===== src/rtl/product_accumulator.sv =====
// Block multiply-accumulate back end: sums BLOCK_LEN products per result with
// valid/ready handshakes on both sides. Define PRODUCT_ACC_SATURATE_EN to clamp on overflow instead of wrapping.
//
// state | meaning
// ACCUM | accepting products into the running block sum
// DONE  | block sum presented on acc_out, waiting for acc_ready
module product_accumulator #(
  parameter int PROD_W    = 8,
  parameter int ACC_W     = 10,
  parameter int BLOCK_LEN = 4,
  parameter int CNT_W     = 4
) (
  input  logic              clk,
  input  logic              rst_n,
  input  logic [PROD_W-1:0] prod_in,
  input  logic              prod_valid,
  output logic              prod_ready,
  input  logic              clear,
  output logic [ACC_W-1:0]  acc_out,
  output logic              acc_valid,
  input  logic              acc_ready,
  output logic [CNT_W-1:0]  count,
  output logic              overflow
);

  typedef enum logic {ACCUM, DONE} state_t;

  state_t           state_q, state_d;
  logic [ACC_W-1:0] acc_q, acc_d;
  logic [ACC_W-1:0] out_q, out_d;
  logic [CNT_W-1:0] cnt_q, cnt_d;
  logic             ovf_q, ovf_d;
  logic [ACC_W:0]   sum_ext;
  logic             carry;

  assign sum_ext = {1'b0, acc_q} + (ACC_W+1)'(prod_in);
  assign carry   = sum_ext[ACC_W];

  always_ff @(posedge clk or negedge rst_n) begin
    if (!rst_n) begin
      state_q <= ACCUM;
      acc_q   <= '0;
      out_q   <= '0;
      cnt_q   <= '0;
      ovf_q   <= 1'b0;
    end else begin
      state_q <= state_d;
      acc_q   <= acc_d;
      out_q   <= out_d;
      cnt_q   <= cnt_d;
      ovf_q   <= ovf_d;
    end
  end

  always_comb begin
    state_d    = state_q;
    acc_d      = acc_q;
    out_d      = out_q;
    cnt_d      = cnt_q;
    ovf_d      = ovf_q;
    prod_ready = (state_q == ACCUM) && !clear;

    if (clear) begin
      state_d = ACCUM;
      acc_d   = '0;
      cnt_d   = '0;
      ovf_d   = 1'b0;
    end else begin
      case (state_q)
        ACCUM: begin
          if (prod_valid) begin
            cnt_d = cnt_q + CNT_W'(1);
            if (carry) ovf_d = 1'b1;
`ifdef PRODUCT_ACC_SATURATE_EN
            // once clamped, the sum stays pinned for the rest of the block
            acc_d = (carry || ovf_q) ? '1 : sum_ext[ACC_W-1:0];
`else
            acc_d = sum_ext[ACC_W-1:0];
`endif
            if (cnt_q == CNT_W'(BLOCK_LEN - 1)) begin
              state_d = DONE;
              out_d   = acc_d;
            end
          end
        end
        DONE: begin
          if (acc_ready) begin
            state_d = ACCUM;
            acc_d   = '0;
            cnt_d   = '0;
            ovf_d   = 1'b0;
          end
        end
        default: state_d = ACCUM;
      endcase
    end
  end

  assign acc_out   = out_q;
  assign acc_valid = (state_q == DONE);
  assign count     = cnt_q;
  assign overflow  = ovf_q;

endmodule


===== config.mk =====
export PLATFORM = sky130hd
export DESIGN_NAME = product_accumulator
export DESIGN_NICKNAME = d
export VERILOG_FILES = /design/src/rtl/product_accumulator.sv
export SDC_FILE = /design/constraint.sdc
export NUM_CORES = 1
export LEC_CHECK = 0
export BUFFER_PORTS_ARGS = -buffer_cell sky130_fd_sc_hd__buf_2
export CAP_MARGIN = 10
export CORE_MARGIN = 1
export CORE_UTILIZATION = 25
export CTS_BUF_LIST = sky130_fd_sc_hd__clkbuf_16
export CTS_CLUSTER_SIZE = 30
export DETAILED_ROUTE_END_ITERATION = 8
export GPL_ROUTABILITY_DRIVEN = 0
export GPL_TIMING_DRIVEN = 0
export REMOVE_ABC_BUFFERS = 1
export SLEW_MARGIN = 0
export SYNTH_ARGS = -nofsm -noshare
export SYNTH_HDL_FRONTEND = slang
export SYNTH_SLANG_ARGS = --single-unit

===== constraint.sdc =====
create_clock -name clk -period 2 [get_ports clk]
set_input_delay 0.5 -clock clk [delete_from_list [all_inputs] [get_ports clk]]
set_output_delay 0.5 -clock clk [all_outputs]
set_load 0.02 [all_outputs]

==> impl_metrics.toml, run 1 <==
[synthesis]
synth_area_leaders = "dfrtp_1 (45%), ha_1 (7.7%), nand2_1 (3.6%), a22o_1 (3.0%), a21o_1 (2.6%)"
yosysSeqAreaShare = 0.4475
yosysWarnings = 0
synth_cell_types = 41
synthCells = 143
synthFlopType = "dfrtp_1"
synth_edf_count = 0
syn_area_sq_um = 1454
netlist.area_leader.share = 0.4475
synth-seq-cells = 26
synth_top_area_cell = "dfrtp_1"
synth.avg_cell_area_sq_um = 10.17
async_flop_share = 1.000

[floorplanning]
die_h_um = 78.26
die_x_um = 78.26
core_sq_um = 5540
dieArea_sq_um = 6125
std_cell_rows = 27
start_util = 0.2624
io_pins = 30

[route]
routed_wl_um = 3459
drc = 0
wl_per_cell_um = 13.84
drt-pass1-iter-count = 4
drt_iter0_markers = 55
routed_via_density = 4.848
dr_total_vias = 1212
ant_nets = 0

[grt]
track_usage = 0.1219
grt_pass1_wl_um = 5796
overflow = 0
antenna_found_initial = 0
grt_pass1_vias = 1179
grt_max_degree = 27

[clock_network]
clk-insertion-delay-late_ps = 260
hold_buffers = 0
cts_tree = "yes"
clk_path_buf_depth = 2
cts_buffers = 3
path_clk_slew_ps = 70
clock-sinks = 26
htree_levels = 1
root_buffer = "clkbuf_16"

[setup_path]
crit_type = "flip-flop to flip-flop"
r2r_setup_slack_ps = 90
r2r-end = "overflow"
r2r_cells = 7
cp_data_required_time_ps = 2190
critPathArrivalTime_ps = 2100
crit_path_start_kind = "flip-flop"
cp-end-kind = "flip-flop"
crit_fanout = 5
r2r-start = "acc_q[0]"

[timing]
maxSlewHeadroom = 0.5289
setup-violations-final = 0
period_share = 0.9572
finalHoldViolations = 0
fin_crit_ps = 1914
worstMarginPinSlew_ps = 704.1
hold_ws_ps = 239.4
max_freq_mhz = 522.4
finClkSkew_ps = 3.163
drv_slew = 0
rsz0062_at_grt = "no"

[pwr]
peakVddDrop_mv = 0.2915
clockPowerShare = 0.280
power_density_nw_per_um2 = 874.6
power_leakage_nw = 0.8913
sequentialPowerShare = 0.414
p_int_mw = 1.085
totalPowerFinal_mw = 1.615
switchingPower_mw = 0.5304
swShare = 0.3284
p_comb_frac = 0.306

[job]
cap_violations = 0

[cells_and_area]
antenna_cells = 0
utilization = 0.3333
drive_above_1_share = 0.3034
nets = 202
stdcell_count = 250
stdcell_area_sq_um = 1847
area_delta_synth_final_pct = 27.02

[placement]
hpwlAfterDp_um = 2477
dpl.cell_count = 240
post_dp_cell_area_sq_um = 1673
io_buffers = 29

[outcome]
outcome = "completed"

[hold_path]
min_path_type = "input port to async pin"
## worst max-delay path by stage
stage	startpoint	end	slack, ps	depth (start not counted)
after global placement	prod_in[0]	overflow	-400	8
after floorplan	count[0]	acc_out[8]	-130	5
after CTS	count[0]	acc_out[8]	-130	5
after global routing	acc_q[0]	acc_out[6]	3	7
after detailed placement	prod_in[0]	overflow	-420	8
final	acc_q[0]	overflow	90	7
## registers in the layout (all words and copies together) (netlist names)
| signal | flops |
|---|---|
| acc_out | 10 |
| acc_q | 10 |
| count | 4 |
| overflow | 1 |
| acc_valid | 1 |
## metrics by stage
stage,setup TNS (ps),setup slack [ps]
3_3_place_gp,-2576,-401.9
2_1_floorplan,-159.4,-132.9
3_5_place_dp,-2704,-424.6
6_report,0,85.68
5_1_grt,0,2.671
4_1_cts,-128.9,-128.9
## cell families after synthesis
logic type,synth area share
DFF,0.4475
and+or+nand+nor,0.1343
buffers and inverters,0.02667
AOI/OAI and AO/OA,0.2470
adders and majority gates,0.09122
xor gates and xnor gates,0.03013
muxes,0.02323
## Yosys cell counts (2+ instances only)
| cell type | count |
|---|---|
| a211oi_1 | 3 |
| a21o_1 | 5 |
| a21oi_1 | 5 |
| a22o_1 | 5 |
| a31o_2 | 2 |
| clkbuf_1 | 3 |
| dfrtp_1 | 26 |
| ha_1 | 9 |
| inv_1 | 6 |
| mux2_2 | 3 |
| nand2_1 | 14 |
| nand2b_1 | 2 |
| nand3_1 | 3 |
| nand4_1 | 2 |
| nor2_1 | 7 |
| nor2b_1 | 2 |
| nor3_1 | 4 |
| o2111ai_1 | 3 |
| o211ai_1 | 3 |
| o21a_1 | 5 |
| o21ai_0 | 7 |
| o31ai_1 | 2 |
| xnor2_1 | 2 |
| xor2_1 | 3 |
## area by class of cell
class / instances / area [sq um]
fillers: 609 / 3694
multi-input cells: 107 / 814.5
flip-flops and latches: 26 / 650.6
repair buffers: 35 / 190.2
well taps: 72 / 90.09
clock buffers: 3 / 75.07
inverters: 6 / 22.52
clock inverters: 1 / 3.754
## worst max-delay path, cell delays in order, from the launching register on
cell and delay (ps):
dfrtp_1 390, ha_4 160, inv_1 50, fa_1 410, nand2b_4 180, a211oi_4 310, o2111ai_1 180, a21oi_1 160
## what timing repair did
action / in CTS / in global routing
setup buffers: 0 / 6
gates cloned: 0 / 0
setup endpoints to repair: 8 / 11
pin swaps: 1 / 3
gates resized for setup: 5 / 7
## cells in the final DEF, fill, tap and decap left out, types with 3 or more instances in the layout
cell type | netlist | routed
dfrtp_1 | 26 | 26
a22o_1 | 5 | 5
inv_1 | 6 | 6
clkbuf_16 | 0 | 3
ha_1 | 9 | 7
buf_2 | 1 | 29
a21oi_1 | 5 | 5
o2111ai_1 | 3 | 3
o21a_1 | 5 | 5
a21o_1 | 5 | 5
nor2_1 | 7 | 6
nor3_1 | 4 | 4
buf_4 | 0 | 6
xor2_1 | 3 | 3
mux2_2 | 3 | 3
o21ai_0 | 7 | 6
nand3_1 | 3 | 3
o211ai_1 | 3 | 3
nand2_1 | 14 | 14
## power by group through the flow
stage / combinational [mW] / clock (mW) / sequential (mW)
5_1_grt: 0.550 / 0.491 / 0.680
3_3_place_gp: 0.462 / 0 / 0.676
6_report: 0.495 / 0.453 / 0.668
2_1_floorplan: 0.265 / 0 / 0.735
3_5_place_dp: 0.467 / 0 / 0.679
4_1_cts: 0.482 / 0.470 / 0.669
## layer usage
metal | wire length (um) | track usage | part of all wire
met1 | 1633 | 0.1673 | 0.47
met2 | 1616 | 0.1851 | 0.47
met3 | 190 | 0.03605 | 0.055
met4 | 19 | 0.03333 | 0.0055
met5 | 0 | 0 | 0
No activity file was read; power rests on OpenSTA's default activity.
==> inputs of run 2 (changes only) <==
CORE_MARGIN = 2   (was 1)
MAX_ROUTING_LAYER = met4   (was unset)
==> run 2 against run 1 <==
Critical endpoint is now acc_out[8]. Flip-flop and latch count did not move. Cell area increased by 0.34%. Routed wire length rose by 3.6%. Critical path depth fell by 2. Largest power group unchanged.
==> impl_metrics.toml, run 2 (same netlist as run 1, synthesis figures left out) <==
[grt]
grt-busiest-layer = "met2"
antenna_found_initial = 0
use_met2 = 0.1942
met3_usage = 0.02135
grt_use_met1 = 0.1524
track_usage = 0.1217
grt_pass1_wl_um = 5844
grt_max_degree = 27
grt_pass1_vias = 1207
overflow = 0

[cells_and_area]
utilization = 0.3324
layout_common_cells = "buf_2 (29), dfrtp_1 (26), nand2_1 (14)"
multi_input_area_sq_um = 820.8
antenna_cells = 0
area_delta_synth_final_pct = 27.45
seqCellArea_sq_um = 650.6
layout_commonest_cell = "buf_2"
stdcell_area_sq_um = 1853
drive_above_1_share = 0.3090
nets = 202
fillCellCount = 587

[timing]
max_freq_mhz = 517.9
drv_slew = 0
fin_crit_ps = 1931
finClkSkew_ps = 5.231
setup_tns_ps = 0
maxSlewHeadroom = 0.5224
setup-violations-final = 0
period_share = 0.9654
worstMarginPinSlew_ps = 713.7
finalHoldViolations = 0

[pwr]
clockPowerShare = 0.281
switchingPower_mw = 0.5397
swShare = 0.3328
sequentialPowerShare = 0.413
peakVddDrop_mv = 0.3433
p_comb_frac = 0.307
p_int_mw = 1.082
power_leakage_nw = 0.8926
power_density_nw_per_um2 = 875.3

[placement]
io_buffers = 29
hpwlAfterDp_um = 2488
post_dp_cell_area_sq_um = 1673

[route]
routed_via_density = 4.852
dr_total_vias = 1213
routed_wl_um = 3585
wl_per_cell_um = 14.34
ant_nets = 0
drc = 0
drt-pass1-iter-count = 4
drt_iter0_markers = 75

[clock_network]
path_clk_slew_ps = 70
cts_tree = "yes"
cts_buffers = 3
clk_path_buf_depth = 2
root_buffer = "clkbuf_16"
clk-insertion-delay-late_ps = 260
hold_buffers = 0
clock-sinks = 26
htree_levels = 1

[setup_path]
critPathArrivalTime_ps = 2130
cp-end-kind = "flip-flop"
r2r_cells = 5
cp_data_required_time_ps = 2200
crit_path_start_kind = "flip-flop"
crit_fanout = 8
crit_type = "flip-flop to flip-flop"

[floorplanning]
dieArea_sq_um = 6442
core_sq_um = 5574
die_x_um = 80.26
die_h_um = 80.26
std_cell_rows = 27
start_util = 0.2608
io_pins = 30

[hold_path]
min_path_type = "input port to async pin"

[outcome]
outcome = "completed"

[job]
cap_violations = 0
[run 2: timing repair]
action / 4_1_cts / 5_1_grt
buffers inserted: 1 / 5
pin swaps: 0 / 3
setup endpoints to repair: 8 / 9
gates resized for setup: 3 / 12
[run 2: final timing paths]
path / endpoint / slack, ps / start
worst max-delay path: acc_out[8] / 70 / count[1]
worst min register to register: acc_out[2] / 470 / acc_out[2]
worst min-delay path: count[2] / 240 / rst_n
worst max register to register: acc_out[8] / 70 / count[1]
max in group asynchronous: acc_q[0] / 1370 / rst_n
min in group clk: acc_valid / 450 / acc_ready
[run 2: layout make-up]
class | instances | area share
inverter | 6 | 0.01215
clock inverter | 1 | 0.002026
clock buffer | 3 | 0.04051
sequential | 26 | 0.3511
tap | 72 | 0.04862
timing repair buffer | 35 | 0.1026
multi-input combinational | 107 | 0.4429
[run 2: worst max-delay path: stages (launching register included)]
cell	delay, ps
dfrtp_1	370
ha_1	190
or3b_4	410
or2_4	300
or4_1	510
nand3_1	100
[run 2: routing by layer]
metal | wire length, um | up-vias
met3 | 99 | 5
met5 | 0 | -
li1 | - | 600
met2 | 1733 | 14
met1 | 1690 | 594
met4 | 62 | 0
[run 2: power groups by stage]
stage	clock, mW	combinational, mW	sequential (mW)
6_report	0.455	0.497	0.669
5_1_grt	0.488	0.553	0.686
4_1_cts	0.466	0.476	0.669
3_5_place_dp	0	0.464	0.680
3_3_place_gp	0	0.462	0.677
2_1_floorplan	0	0.265	0.735
[run 2: through the flow]
| step | power (mW) | cells | hold slack [ps] | setup WS (ps) |
|---|---|---|---|---|
| floorplan | 1.001 | 139 | 204.4 | -132.9 |
| detailed placement | 1.144 | 240 | 461.7 | -348.2 |
| global route | 1.727 | 250 | 285.4 | -10.17 |
| finish | 1.622 | 250 | 237.8 | 69.27 |
| CTS | 1.611 | 245 | 262.3 | -79.89 |
| global placement | 1.138 | 240 | 464.0 | -333.8 |
